**src/rtl/multicycle_ctrl_pkg.sv**
```systemverilog
// Shared types for the multicycle RV32I control path: FSM states, op classes, mux encodings, opcodes.
// Latency: n/a (types and constants only).
// Backpressure: n/a.
package multicycle_ctrl_pkg;

    typedef enum logic [2:0] {
        ST_FETCH  = 3'd0,
        ST_DECODE = 3'd1,
        ST_EXEC   = 3'd2,
        ST_MEM    = 3'd3,
        ST_WB     = 3'd4,
        ST_TRAP   = 3'd5
    } state_e;

    typedef enum logic [3:0] {
        CLS_NONE   = 4'd0,
        CLS_LOAD   = 4'd1,
        CLS_STORE  = 4'd2,
        CLS_BRANCH = 4'd3,
        CLS_OPIMM  = 4'd4,
        CLS_OP     = 4'd5,
        CLS_LUI    = 4'd6,
        CLS_AUIPC  = 4'd7,
        CLS_JAL    = 4'd8,
        CLS_JALR   = 4'd9
    } op_class_e;

    typedef enum logic [2:0] {
        IMM_NONE = 3'd0,
        IMM_I    = 3'd1,
        IMM_S    = 3'd2,
        IMM_B    = 3'd3,
        IMM_U    = 3'd4,
        IMM_J    = 3'd5
    } imm_sel_e;

    typedef enum logic [1:0] {
        PC_PLUS4  = 2'd0,
        PC_TARGET = 2'd1,
        PC_JALR   = 2'd2
    } pc_sel_e;

    typedef enum logic [1:0] {
        WB_ALU  = 2'd0,
        WB_LOAD = 2'd1,
        WB_PC4  = 2'd2
    } wb_sel_e;

    localparam logic [6:0] OPC_LOAD   = 7'b0000011;
    localparam logic [6:0] OPC_STORE  = 7'b0100011;
    localparam logic [6:0] OPC_BRANCH = 7'b1100011;
    localparam logic [6:0] OPC_OPIMM  = 7'b0010011;
    localparam logic [6:0] OPC_OP     = 7'b0110011;
    localparam logic [6:0] OPC_LUI    = 7'b0110111;
    localparam logic [6:0] OPC_AUIPC  = 7'b0010111;
    localparam logic [6:0] OPC_JAL    = 7'b1101111;
    localparam logic [6:0] OPC_JALR   = 7'b1100111;

    // Register-register ALU ops and branch compares take rs2 as operand B; everything else uses the immediate.
    function automatic logic alu_b_uses_imm(input op_class_e c);
        return !((c == CLS_OP) || (c == CLS_BRANCH));
    endfunction

endpackage

```
**src/rtl/multicycle_ctrl_decode.sv**
```systemverilog
// Opcode classifier: maps instr[6:0] to an op class, a legal flag and the immediate format.
// Latency: purely combinational, zero cycles.
// Backpressure: none; output follows the input every cycle.
module op_class_decode
    import multicycle_ctrl_pkg::*;
(
    input  logic [6:0] i_opcode,
    output op_class_e  o_class,
    output logic       o_legal,
    output imm_sel_e   o_imm_sel
);

    // Table lookup on the major opcode; unknown opcodes are reported illegal with no immediate.
    always_comb begin
        o_class   = CLS_NONE;
        o_legal   = 1'b1;
        o_imm_sel = IMM_NONE;
        case (i_opcode)
            OPC_LOAD:   begin o_class = CLS_LOAD;   o_imm_sel = IMM_I; end
            OPC_STORE:  begin o_class = CLS_STORE;  o_imm_sel = IMM_S; end
            OPC_BRANCH: begin o_class = CLS_BRANCH; o_imm_sel = IMM_B; end
            OPC_OPIMM:  begin o_class = CLS_OPIMM;  o_imm_sel = IMM_I; end
            OPC_OP:     begin o_class = CLS_OP;     o_imm_sel = IMM_NONE; end
            OPC_LUI:    begin o_class = CLS_LUI;    o_imm_sel = IMM_U; end
            OPC_AUIPC:  begin o_class = CLS_AUIPC;  o_imm_sel = IMM_U; end
            OPC_JAL:    begin o_class = CLS_JAL;    o_imm_sel = IMM_J; end
            OPC_JALR:   begin o_class = CLS_JALR;   o_imm_sel = IMM_I; end
            default:    begin o_legal = 1'b0; end
        endcase
    end

endmodule

```
**src/rtl/multicycle_ctrl.sv**
```systemverilog
// Multicycle RV32I control FSM: FETCH/DECODE/EXEC/MEM/WB with a sticky TRAP on illegal opcodes.
// Latency FETCH->FETCH at zero wait: branch 3, ALU/LUI/AUIPC/JAL/JALR/store 4, load 5 cycles.
// Backpressure: FETCH and MEM hold their request until the matching ready is sampled high.
module multicycle_ctrl
    import multicycle_ctrl_pkg::*;
#(
    parameter int Width = 32
) (
    input  logic        clk,
    input  logic        rst_n,
    input  logic [31:0] instr,
    input  logic        branch_taken,
    output logic        imem_req,
    input  logic        imem_ready,
    output logic        dmem_req,
    output logic        dmem_we,
    input  logic        dmem_ready,
    output logic        ir_we,
    output logic        pc_we,
    output logic        reg_we,
    output logic [1:0]  pc_sel,
    output logic [2:0]  imm_sel,
    output logic        alu_b_sel,
    output logic [1:0]  wb_sel,
    output logic        trap
);

    state_e    r_state;
    op_class_e r_class;
    logic      r_trap;

    op_class_e w_class;
    logic      w_legal;
    imm_sel_e  w_imm_sel;

    // Width only keeps the parameter list uniform with the datapath; upper instr bits are the datapath's business.
    logic [Width-1:0] w_unused_width;
    logic             w_unused_instr;
    assign w_unused_width = '0;
    assign w_unused_instr = ^instr[31:7];

    op_class_decode u_decode (
        .i_opcode  (instr[6:0]),
        .o_class   (w_class),
        .o_legal   (w_legal),
        .o_imm_sel (w_imm_sel)
    );

    // State sequencing; the class is latched once in DECODE and steers every later state.
    always_ff @(posedge clk or negedge rst_n) begin
        if (!rst_n) begin
            r_state <= ST_FETCH;
            r_class <= CLS_NONE;
            r_trap  <= 1'b0;
        end else begin
            case (r_state)
                ST_FETCH: begin
                    if (imem_ready) r_state <= ST_DECODE;
                end
                ST_DECODE: begin
                    if (w_legal) begin
                        r_class <= w_class;
                        r_state <= ST_EXEC;
                    end else begin
                        r_class <= CLS_NONE;
                        r_trap  <= 1'b1;
                        r_state <= ST_TRAP;
                    end
                end
                ST_EXEC: begin
                    if (r_class == CLS_BRANCH) begin
                        r_state <= ST_FETCH;
                    end else if ((r_class == CLS_LOAD) || (r_class == CLS_STORE)) begin
                        r_state <= ST_MEM;
                    end else begin
                        r_state <= ST_WB;
                    end
                end
                ST_MEM: begin
                    if (dmem_ready) r_state <= (r_class == CLS_LOAD) ? ST_WB : ST_FETCH;
                end
                ST_WB: begin
                    r_state <= ST_FETCH;
                end
                ST_TRAP: begin
                    r_state <= ST_TRAP;
                end
                default: begin
                    r_state <= ST_FETCH;
                end
            endcase
        end
    end

    // Moore decode of state and latched class; only ir_we and the store pc_we look at a ready input.
    always_comb begin
        imem_req  = 1'b0;
        ir_we     = 1'b0;
        dmem_req  = 1'b0;
        dmem_we   = 1'b0;
        pc_we     = 1'b0;
        reg_we    = 1'b0;
        pc_sel    = PC_PLUS4;
        alu_b_sel = 1'b0;
        wb_sel    = WB_ALU;
        case (r_state)
            ST_FETCH: begin
                // rst_n gating drops the fetch request the instant reset asserts.
                imem_req = rst_n;
                ir_we    = rst_n & imem_ready;
            end
            ST_EXEC: begin
                alu_b_sel = alu_b_uses_imm(r_class);
                if (r_class == CLS_BRANCH) begin
                    pc_we  = 1'b1;
                    pc_sel = branch_taken ? PC_TARGET : PC_PLUS4;
                end
            end
            ST_MEM: begin
                dmem_req = 1'b1;
                dmem_we  = (r_class == CLS_STORE);
                pc_we    = (r_class == CLS_STORE) & dmem_ready;
            end
            ST_WB: begin
                reg_we = 1'b1;
                pc_we  = 1'b1;
                case (r_class)
                    CLS_LOAD: wb_sel = WB_LOAD;
                    CLS_JAL:  begin wb_sel = WB_PC4; pc_sel = PC_TARGET; end
                    CLS_JALR: begin wb_sel = WB_PC4; pc_sel = PC_JALR;   end
                    default:  ;
                endcase
            end
            default: ;
        endcase
    end

    // Immediate format tracks the live opcode from DECODE through WB; FETCH and TRAP never request one.
    always_comb begin
        imm_sel = IMM_NONE;
        if ((r_state == ST_DECODE) || (r_state == ST_EXEC) ||
            (r_state == ST_MEM)    || (r_state == ST_WB)) begin
            imm_sel = w_imm_sel;
        end
    end

    assign trap = r_trap;

endmodule

```
**config.mk**
```make
export PLATFORM = sky130hd
export DESIGN_NAME = multicycle_ctrl
export DESIGN_NICKNAME = d
export VERILOG_FILES = /design/src/rtl/multicycle_ctrl_pkg.sv /design/src/rtl/multicycle_ctrl_decode.sv /design/src/rtl/multicycle_ctrl.sv
export SDC_FILE = /design/constraint.sdc
export NUM_CORES = 1
export LEC_CHECK = 0
export ABC_AREA = 1
export CAP_MARGIN = 40
export CORE_MARGIN = 5
export CORE_UTILIZATION = 32
export DETAILED_ROUTE_END_ITERATION = 10
export PLACE_DENSITY = 0.73
export SLEW_MARGIN = 20
export SYNTH_ARGS = -nofsm -noshare
export SYNTH_HDL_FRONTEND = slang
export SYNTH_HIERARCHICAL = 1
export SYNTH_SLANG_ARGS = --single-unit
```
**constraint.sdc**
```tcl
create_clock -name clk -period 1.2 [get_ports clk]
set_input_delay 0.24 -clock clk [delete_from_list [all_inputs] [get_ports clk]]
set_output_delay 0.24 -clock clk [all_outputs]
set_load 0.02 [all_outputs]
```
==> results of run 1 <==
[area by class of cell]
| class | count | area share (%) |
|---|---|---|
| timing repair buffer | 81 | 40.9 |
| multi-input combinational | 96 | 38.3 |
| sequential | 8 | 11.1 |
| inverter | 27 | 6.31 |
| tap | 30 | 2.04 |
| clock buffer | 4 | 1.43 |
[path summary, 6_finish.rpt]
kind,endpoint
min reg2reg,trap$_DFFE_PN0P_
min,r_class[1]$_DFFE_PN0N_
max reg2reg,r_state[2]$_DFFE_PN0P_
max in group asynchronous,r_state[0]$_DFFE_PN0P_
min in group clk,trap$_DFFE_PN0P_
max,pc_sel[0]
[stage by stage]
step	setup TNS, ns	util (%)	instances
finish	-6.09	76.5	246
global route	-7.75	76.5	246
CTS	-5.80	70.4	241
detailed placement	-14.70	61.1	221
global placement	-14.02	61.1	221
floorplan	-1.03	-	132
[state kept, by name, indices dropped and copies added (netlist names)]
| signal | cells |
|---|---|
| r_class | 4 |
| r_state | 3 |
| trap | 1 |
[layer usage]
layer / global-route usage (%) / routed length (µm) / part of all wire, %
met1: 18.2 / 1020 / 33
met2: 38.5 / 1860 / 60
met3: 1.53 / 144 / 4.6
met4: 8.54 / 87 / 2.8
met5: 0 / 0 / 0
[Yosys cell counts, drive strengths merged]
cell	n	share of area (%)
nor3	4	3.2
nand3b	1	0.96
a21o	1	0.96
buf	1	0.96
nor2	29	18
nor4	1	1.6
dfrtp	8	26
nand3	16	11
inv	27	13
o21ai	8	5.6
nand4	3	2.4
nand2	32	16
a31oi	1	0.80
[power groups by stage]
stage	Sequential, W	Clock (W)	Combinational [W]
after CTS	0.000398	0.000235	0.00126
after detailed placement	0.000384	0	0.000900
final	0.000402	0.000228	0.00156
after global routing	0.000409	0.000247	0.00167
after global placement	0.000380	0	0.000881
after floorplan	0.000350	0	0.000612
[cells by family (layout without fill, tap and decap cells)]
kind of cell	Yosys count	after routing
AOI/OAI and AO/OA	10	10
DFF	8	8
buffers and inverters	28	112
and+or+nand+nor	86	86
[repair_timing]
item / 4_1_cts / 5_1_grt
pin swaps: 16 / 13
buffers inserted: 16 / 7
resized for setup: 141 / 33
endpoints found under the setup margin: 23 / 23
[worst reg2reg max path, stage by stage (launching register included)]
cell and delay [ns]:
dfrtp_2 0.45, nor2_4 0.11, buf_4 0.12, buf_4 0.10, nand2_4 0.06, buf_4 0.14, o21ai_2 0.12, inv_2 0.06
nand2_1 0.07, inv_1 0.05
==> run summary, run 1 <==
The post-route clock period utilization is 140%. The commonest non-fill, non-tap cell in the layout is buf_4. The number of search-and-repair iterations in the first detailed-routing pass came out at 4. The flow ran to the end, but the final reports show violations. The multiplexer area fraction after synthesis is 0%.

The layout has between 150 and 200 filler cells. The final route contains 1155 vias. The headroom to the max-slew limit is a little over four fifths. The worst-case clock skew is 0.00156 ns. Hold timing on the final database bottoms out at a slack of 0.340 ns.

After floorplanning, the core was divided into 18 placement rows. The number of slew-limit violations in the final report came out at 0. The area taken by flip-flops and latches is 204 µm². Broken down by cell family, the worst path's largest delay share belongs to flip-flops. Setup repair after global routing could not meet its margin everywhere. The final layout contains routed wiring with a total length of 3.11 mm.

In the synthesized netlist, the number of instances is 132. The initial antenna violation count came out at 0. The routed length per instance is around 13 µm. The post-cts hold buffer count is 0.

The pin slew with the least headroom to its limit came out at ~0.24 ns. The critical path data arrival time is between 1 and 1.5 ns. The count of antenna-violating nets left after detailed routing is 0. The count of synthesis-stage warnings from yosys is 6. The worst reg2reg path depth is 9. The synthesized netlist devotes 0% of its cell area to XOR and XNOR gates. The source-to-sink clock delay at the later pin of the worst-skew pair came out at 0.26 ns. The sum of buffers and inverters on the critical path is 3. The share of cells above drive strength 1 came out at 63.4%. The final worst slack is -0.477 ns. The largest single stage delay on the critical path is 0.45 ns. After the first detailed-routing iteration, the DRC count stood at 27.

The minimum setup slack among reg-to-reg paths is -0.19 ns. The number of levels the H-tree was split into came out at 1. After global routing the overflow that remains totals 0.

The synthesized netlist devotes between 50% and 60% of its cell area to simple gates. The tightest min-delay check is of the in -> async type. The detail-routed via count per cell came out at around 4.7. The effective utilization at floorplan came out at 32.6%.

The synthesized design contains 8 register bits. The combined global-route utilization of all metal layers is 18.7%. The post-synthesis compound-gate area fraction came out at between 7 and 8%. Of all nets on the critical path, the largest fanout is 4.

In this run the deepest clock path goes through 2 buffers. The slowest stage of the critical path is the dfrtp_2 cell. Summing all multi-input logic gate instances after layout gives 706 µm².

The via count of the first global-routing pass is 1166. The clock network accounts for between 10% and 20% of the total power. The maximum achievable frequency came out at just under 0.6 GHz. The signal on the critical path passes through nor2_4 -> inv_2 -> nor2_4 -> buf_4 -> nand2_1 -> o21ai_4 -> buf_6. The count of nets after finishing is 254. The area growth from synthesis to layout came out at 135%. STA classifies the critical path endpoint as a primary output. The final instance area is between 1500 and 2000 µm². The netlist area before placement is about 780 µm². The core region is approximately 2400 µm². The area share of fa/ha/maj cells after synthesis is 0%. Timing analysis after detailed placement gives a worst setup slack of -1.08 ns. The leakage power is slightly below 0.9 nW. The number of failing hold endpoints at the final stage came out at 0. The tree is rooted in a clkbuf_4. Of the total power, registers draw 18.4%. The tree built by TritonCTS fans out to 8 sinks. The critical path runs through a total of 7 cells. The combinational share of power is 71.2%. The number of violations of the max-capacitance limit came out at 0. In this run switching power makes up 44.6% of total power. The number of buffers created by CTS came out at 3. The part of the Yosys area used for sequential elements is 25.5%. Once detailed placement completed, the half-perimeter wirelength came to 2.03 mm. After detailed routing, the number of remaining DRC violations is 0.

The die area is between 3000 and 4000 µm². The CTS tree is yes. From bottom edge to top edge, the die measures roughly 60 µm. The number of nets in the synthesized netlist came out at 169.

The cell that appears most often on the critical path is nor2_4. The number of distinct standard cells referenced by the synthesized netlist is 21. The total power draw came out at 0.00219 W.

The critical path launch point is r_state[0]$_DFFE_PN0P_. The average cell area after synthesis came out at slightly below 6 µm². The number of inserted diodes is 0. The count of final setup violators came out at 17. The critical path is of the reg -> out type. The congestion estimate from routability-driven global placement came to 0.865.

The clock transition at the registers of the reported paths is 0.05 ns. The global-route wire length before repair is 5.05 mm. In this run the power density over the cells is about 1200 nW/µm². The startpoint identified for the worst register-to-register timing path is r_state[0]$_DFFE_PN0P_.

The cell area after placement is 1470 µm². The required time of the critical path came out at 0.96 ns. For this design the total switching power over the nets is 0.000974 W.

After synthesis, the largest family of logic cells by area is simple AND/OR/NAND/NOR gates. The total internal power came out at around 0.0012 W. The count of port buffers added during placement came out at 26. The die is 59.5 µm wide. Entering global routing, the biggest net connects 11 pins.

The startpoint type of the worst setup path is a register. The maximum VDD drop is 0.00136 V. The final period demand of the worst path came out at around 1.7 ns. The top-level I/O count is 52.

The checks that failed: negative setup slack. Leaving out fill and tap cells, the most frequent cells in the layout are buf_4 (40), buf_6 (34), nand2_1 (24).
Note: power is estimated with default switching activity, not from simulation.
==> run 2, diff against run 1 <==
Settings changed: PLACE_DENSITY 0.73 to 0.69.
==> run summary, run 2 (same netlist as run 1, synthesis figures left out) <==
Status: complete, but fails checks (unchanged). Failing checks: negative setup slack (unchanged). The initial antenna violation count is 0 (unchanged). The total length of routed met2 wires came to 1.42 mm (was 1.86 mm). The clock sink count came to 8 (unchanged). The count of nets after finishing is 242 (was 254).

The source-to-sink clock delay at the later pin of the worst-skew pair is 0.25 ns (was 0.26 ns). The total met3 wirelength after detailed routing came out at 107 µm (was 144 µm). The combined global-route utilization of all metal layers is 14.9% (was 18.7%). The worst min-delay path category was in -> async (unchanged). The worst-case clock buffer depth was 2 (unchanged). The half-perimeter wire length of the detailed placement result was 2.04 mm (was 2.03 mm).

The headroom to the max-slew limit came out at 85.3% (was 84.1%). The number of levels the H-tree was split into is 1 (unchanged). The worst-case clock skew came to 0.00419 ns (was 0.00156 ns).

The critical path data arrival time is 1.40 ns (was 1.44 ns). The startpoint type of the worst setup path is a register (unchanged). The number of placement rows was 18 (unchanged).

The final period demand of the worst path came out at 1.64 ns (was 1.68 ns). The cell area after placement is 1500 µm² (was 1470 µm²). The post-detailed-route DRC marker count came to 0 (unchanged).

The number of instances in the placed design is 225 (was 221). The area growth from synthesis to layout is 109% (was 135%). The total vias in the final route is 1081 (was 1155). The required time of the critical path is 0.96 ns (about the same).

The pin count of the biggest net entering global routing is 11 (unchanged). The biggest fanout along the worst timing path is 3 (was 4). The number of violations of the max-capacitance limit came out at 0 (unchanged). The first-iteration detailed-routing DRC count is 16 (was 27).

The clock tree root driver cell is clkbuf_4 (unchanged). The number of buffers created by CTS is 3 (unchanged). The worst slack at placement is -1.01 ns (was -1.08 ns). The pin slew with the least headroom to its limit was 0.220 ns (was 0.239 ns). The endpoint kind of the worst setup timing path was a primary output (unchanged).

The worst stage delay on the critical path came to 0.42 ns (was 0.45 ns). The final instance area was 1640 µm² (was 1840 µm²). The post-route non-filler standard cell count was 234 (was 246). The CTS tree is yes (unchanged). The number of slew-limit violations in the final report came out at 0 (unchanged). The slowest library cell on the worst path is dfrtp_1 (was dfrtp_2). The global-route wire length before repair is 4.15 mm (was 5.05 mm). The final wirelength is 2.57 mm (was 3.11 mm). The routed length per instance is 11.0 µm (was 12.6 µm).

The number of failing hold endpoints at the final stage is 0 (unchanged). The final global-route overflow total is 0 (unchanged). The last weighted congestion value of the routability-driven placer is 0.841 (was 0.865).

The total power draw came out at 0.00182 W (was 0.00219 W). The effective utilization at floorplan is 32.6% (unchanged). The largest delay contributor family on the critical path was flip-flops (unchanged). The maximum VDD drop is 0.00152 V (was 0.00136 V). The total core area is 2410 µm² (unchanged).

The sum of buffers and inverters on the critical path is 3 (unchanged). Unrepaired setup endpoints after global routing: true (unchanged). The floorplan die height is 59.5 µm (unchanged).

The clock transition at the registers of the reported paths came out at 0.06 ns (was 0.05 ns). The horizontal die dimension was 59.5 µm (unchanged). The top-level I/O count came out at 52 (unchanged). The cell with the most instances on the worst path is buf_6 (was nor2_4).

The critical path depth is 7 (unchanged). The number of inserted diodes was 0 (unchanged). The routed metal-1 wirelength is 1.01 mm (was 1.02 mm). The count of final setup violators came to 17 (unchanged).

The count of port buffers added during placement came to 26 (unchanged). The die area came to 3540 µm² (unchanged). The final worst slack came out at -0.443 ns (was -0.477 ns). The detail-routed via count per cell is 4.62 (was 4.70).

The worst reg2reg path depth came out at 8 (was 9). The commonest non-fill, non-tap cell in the layout is buf_4 (unchanged). The number of search-and-repair iterations in the first detailed-routing pass is 4 (unchanged). The leakage power is 0.783 nW (was 0.895 nW).

The share of cells above drive strength 1 is 60.3% (was 63.4%). Series of cell instances along the critical path: nor2_4 -> buf_6 -> nor2_2 -> nor2_2 -> buf_6 -> nor2_4 -> buf_6 (was nor2_4 -> inv_2 -> nor2_4 -> buf_4 -> nand2_1 -> o21ai_4 -> buf_6). The count of antenna-violating nets left after detailed routing came to 0 (unchanged). The power density over the cells came out at 1110 nW/µm² (was 1190 nW/µm²). The maximum achievable frequency came out at 0.609 GHz (was 0.596 GHz).

The start-to-end type of the worst setup path is reg -> out (unchanged). The aggregate negative setup slack came out at -5.43 ns (was -6.09 ns). The highest metal layer with signal wires was met4 (unchanged). The register bank with the most flops is r_class (unchanged).

The flip-flop count of the largest register, all copies and words added came to 4 (unchanged). Most frequent cells in the layout: buf_4 (39), nand2_1 (23), buf_6 (17) (was buf_4 (40), buf_6 (34), nand2_1 (24)). The via count of the first global-routing pass came out at 1055 (was 1166). The post-route clock period utilization came to 137% (was 140%).
## run 2: changes by cell type in the layout (fill, tap and decap cells not counted), moves of 3 or more
cell | previous run | this run
o21ai_0 | 1 | 5
nand2_4 | 4 | 1
nor2_2 | 1 | 8
buf_2 | 1 | 6
nand2_2 | 4 | 7
o21ai_2 | 4 | 1
nor2_4 | 18 | 13
buf_6 | 34 | 17
## run 2: final cells by class
type	instances	area, µm²
inverter	27	111
timing repair buffer	69	584
fill	202	773
tap	30	37.5
clock buffer	4	26.3
sequential	8	206
multi-input combinational	96	671
## run 2: what timing repair did
action,CTS,global route
hold buffers,0,0
setup buffers,3,3
pin swaps,16,8
gates cloned,0,0
resized for setup,122,12
endpoints found under the setup margin,23,19
## run 2: worst paths after layout
check / start / endpoint / slack (ns)
max in group asynchronous: rst_n / r_state[0]$_DFFE_PN0P_ / 0.73
min reg2reg: trap$_DFFE_PN0P_ / trap$_DFFE_PN0P_ / 0.45
max reg2reg: r_state[1]$_DFFE_PN0P_ / r_state[1]$_DFFE_PN0P_ / -0.16
max: r_state[1]$_DFFE_PN0P_ / imm_sel[0] / -0.44
min: rst_n / r_class[3]$_DFFE_PN0N_ / 0.33
min in group clk: trap$_DFFE_PN0P_ / trap$_DFFE_PN0P_ / 0.45
## run 2: worst reg2reg max path, stage by stage, from the launching register on
cell,delay (ns)
dfrtp_1,0.42
buf_4,0.16
nand2_1,0.12
nor2_4,0.05
buf_6,0.11
buf_4,0.13
nand2_2,0.07
buf_4,0.11
nand3_1,0.07
## run 2: power by group
group / switching [W] / internal, W
clock network: 0.0000887 / 0.000127
logic: 0.000665 / 0.000533
registers: 0.0000866 / 0.000317
## run 2: stage by stage
stage | util (%) | hold slack (ns)
after floorplan | - | -0.0556
after global routing | 67.9 | 0.361
after global placement | 62.4 | 0.442
after detailed placement | 62.4 | 0.444
after CTS | 66.0 | 0.334
final | 67.9 | 0.333
## run 2: routing by layer
metal | vias up | track usage [%]
met4 | 0 | 6.33
met3 | 2 | 1.53
met2 | 23 | 28.7
met5 | - | 0
met1 | 491 | 16.2
li1 | 565 | -
==> run 3, diff against run 2 <==
Settings changed: SETUP_SLACK_MARGIN set to 0.3.
==> run summary, run 3 (same netlist as run 1, synthesis figures left out) <==
The number of failing hold endpoints at the final stage came out at 0 (unchanged). The count of port buffers added during placement is 26 (unchanged). The minimum setup slack among reg-to-reg paths came to -0.14 ns (was -0.16 ns). The last weighted congestion value of the routability-driven placer is 0.825 (was 0.841).

The number of buffers created by CTS is 3 (unchanged). The number of search-and-repair iterations in the first detailed-routing pass is 3 (was 4). The combinational share of power is 67.3% (was 65.9%). The flip-flop count of the largest register, all copies and words added was 4 (unchanged).

The pin count of the biggest net entering global routing came to 11 (unchanged). The number of inserted diodes is 0 (unchanged). The source-to-sink clock delay at the later pin of the worst-skew pair is 0.27 ns (was 0.25 ns). Most frequent cells in the layout: buf_4 (40), nand2_1 (23), nor2_4 (17), buf_6 (17), inv_1 (16) (was buf_4 (39), nand2_1 (23), buf_6 (17)). The biggest fanout along the worst timing path was 4 (was 3). The routed length per instance was 11.6 µm (was 11.0 µm).

The total core area is 2410 µm² (unchanged). The aggregate negative setup slack came out at -5.91 ns (was -5.43 ns). The final wirelength is 2.71 mm (was 2.57 mm).

The clock sink count is 8 (unchanged). The reg-to-reg endpoint is r_state[0]$_DFFE_PN0P_ (was r_state[1]$_DFFE_PN0P_). The worst reg2reg path depth is 8 (unchanged).

The final period demand of the worst path came out at 1.68 ns (was 1.64 ns). The die area is 3540 µm² (unchanged). The initial antenna violation count is 0 (unchanged). The post-route clock period utilization is 140% (was 137%). The switching fraction of total power came to 46.5% (was 46.2%). The pin slew with the least headroom to its limit was 0.228 ns (was 0.220 ns). The endpoint kind of the worst setup timing path is a primary output (unchanged). Unrepaired setup endpoints after global routing: true (unchanged). The startpoint type of the worst setup path is a register (unchanged). The net switching power of the design came out at 0.000893 W (was 0.000840 W). The worst-case clock buffer depth came out at 2 (unchanged). The worst-case clock skew came out at 0.00513 ns (was 0.00419 ns). The maximum achievable frequency is 0.595 GHz (was 0.609 GHz).

The effective utilization at floorplan is 32.6% (unchanged). The relative contribution of the clock network to total power is 12.1% (was 11.9%). The post-detailed-route DRC marker count was 0 (unchanged). The half-perimeter wire length of the detailed placement result came out at 2.04 mm (about the same). The total vias in the final route came out at 1095 (was 1081). The via count of the first global-routing pass came to 1114 (was 1055).

The detail-routed via count per cell is 4.70 (was 4.62). The count of antenna-violating nets left after detailed routing is 0 (unchanged). The number of placement rows came out at 18 (unchanged). The area growth from synthesis to layout was 113% (was 109%).

The power density over the cells came out at 1150 nW/µm² (was 1110 nW/µm²). The headroom to the max-slew limit is 84.8% (was 85.3%). The first-iteration detailed-routing DRC count is 11 (was 16). The CTS tree was yes (unchanged). The number of levels the H-tree was split into came out at 1 (unchanged). The number of slew-limit violations in the final report came out at 0 (unchanged). The total internal power is 0.00103 W (was 0.000977 W).

The final worst slack came to -0.482 ns (was -0.443 ns). The sequential share of power is 20.6% (was 22.2%). The total power draw is 0.00192 W (was 0.00182 W). The smallest hold slack is 0.308 ns (was 0.333 ns).

The startpoint of the most critical register-to-register path is r_state[1]$_DFFE_PN0P_ (unchanged). The register bank with the most flops was r_class (unchanged). The start-to-end type of the worst setup path was reg -> out (unchanged).

The commonest non-fill, non-tap cell in the layout is buf_4 (unchanged). The required time of the critical path came to 0.96 ns (about the same). The global-route wire length before repair came out at 4.44 mm (was 4.15 mm). The count of nets after finishing was 241 (was 242). The maximum VDD drop came out at 0.00125 V (was 0.00152 V). The combined global-route utilization of all metal layers was 16.4% (was 14.9%). The critical path data arrival time came out at 1.44 ns (was 1.40 ns). The floorplan die height came to 59.5 µm (unchanged). The worst min-delay path category is in -> async (unchanged). The number of violations of the max-capacitance limit is 0 (unchanged). The clock transition at the registers of the reported paths is 0.06 ns (about the same). The horizontal die dimension is 59.5 µm (unchanged). Failing checks: negative setup slack (unchanged). The leakage power came to 0.808 nW (was 0.783 nW).

The final global-route overflow total came out at 0 (unchanged). Status: complete, but fails checks (unchanged). The count of final setup violators came out at 18 (was 17). The share of cells above drive strength 1 is 60.1% (was 60.3%). The top-level I/O count is 52 (unchanged).

The clock tree root driver cell is clkbuf_4 (unchanged).
## run 3: through the flow
stage / area, µm² / worst slack [ns] / util, % / cells
global route: 1670 / -0.563 / 69.4 / 233
global placement: 1500 / -0.999 / 62.1 / 220
floorplan: 963 / -0.205 / - / 132
finish: 1670 / -0.482 / 69.4 / 233
detailed placement: 1500 / -1.03 / 62.1 / 220
CTS: 1620 / -0.555 / 67.0 / 228
## run 3: repair_timing
| item | in CTS | in global routing |
|---|---|---|
| buffers inserted | 4 | 4 |
| endpoints found under the setup margin | 23 | 23 |
| hold buffers | 0 | 0 |
| cloned | 0 | 1 |
| hold endpoints to repair | 0 | 0 |
| gates resized for setup | 134 | 5 |
| pin swaps | 18 | 3 |
## run 3: final cells by class
cell class	count	area [µm²]
clock buffers	4	26.3
fillers	201	738
inverters	27	121
multi-input cells	96	694
flip-flops and latches	8	206
well taps	30	37.5
repair buffers	68	586
## run 3: worst max path at each step
stage / startpoint / end / slack (ns) / depth (start not counted)
after floorplan: r_state[0]$_DFFE_PN0P_ / pc_sel[1] / -0.21 / 5
after global placement: instr[2] / imm_sel[0] / -1.0 / 9
after detailed placement: instr[5] / imm_sel[0] / -1.03 / 9
after CTS: r_state[0]$_DFFE_PN0P_ / pc_sel[1] / -0.55 / 6
after global routing: r_state[0]$_DFFE_PN0P_ / pc_we / -0.56 / 7
final: r_state[1]$_DFFE_PN0P_ / imm_sel[2] / -0.48 / 7
## run 3: power by group through the flow
stage	clock (W)	sequential, W	combinational (W)
floorplan	0	0.000350	0.000634
global placement	0	0.000378	0.000960
detailed placement	0	0.000380	0.000990
CTS	0.000243	0.000396	0.00116
global route	0.000256	0.000405	0.00140
finish	0.000233	0.000396	0.00129
## run 3: worst max-delay path, stage by stage (launching register included)
cell	delay, ns
dfrtp_2	0.44
nor2_4	0.14
inv_2	0.05
nor2_4	0.14
buf_4	0.14
nor2_4	0.05
nor2_4	0.11
buf_6	0.11
## run 3: layer usage
layer  vias to the layer above  track usage (%)  routed length (µm)
met5                         -                0                   0
met4                         0             9.49                  70
met3                         6            0.654                 103
met2                        24             33.2                1610
met1                       509             15.9                 924
li1                        556                -                   -
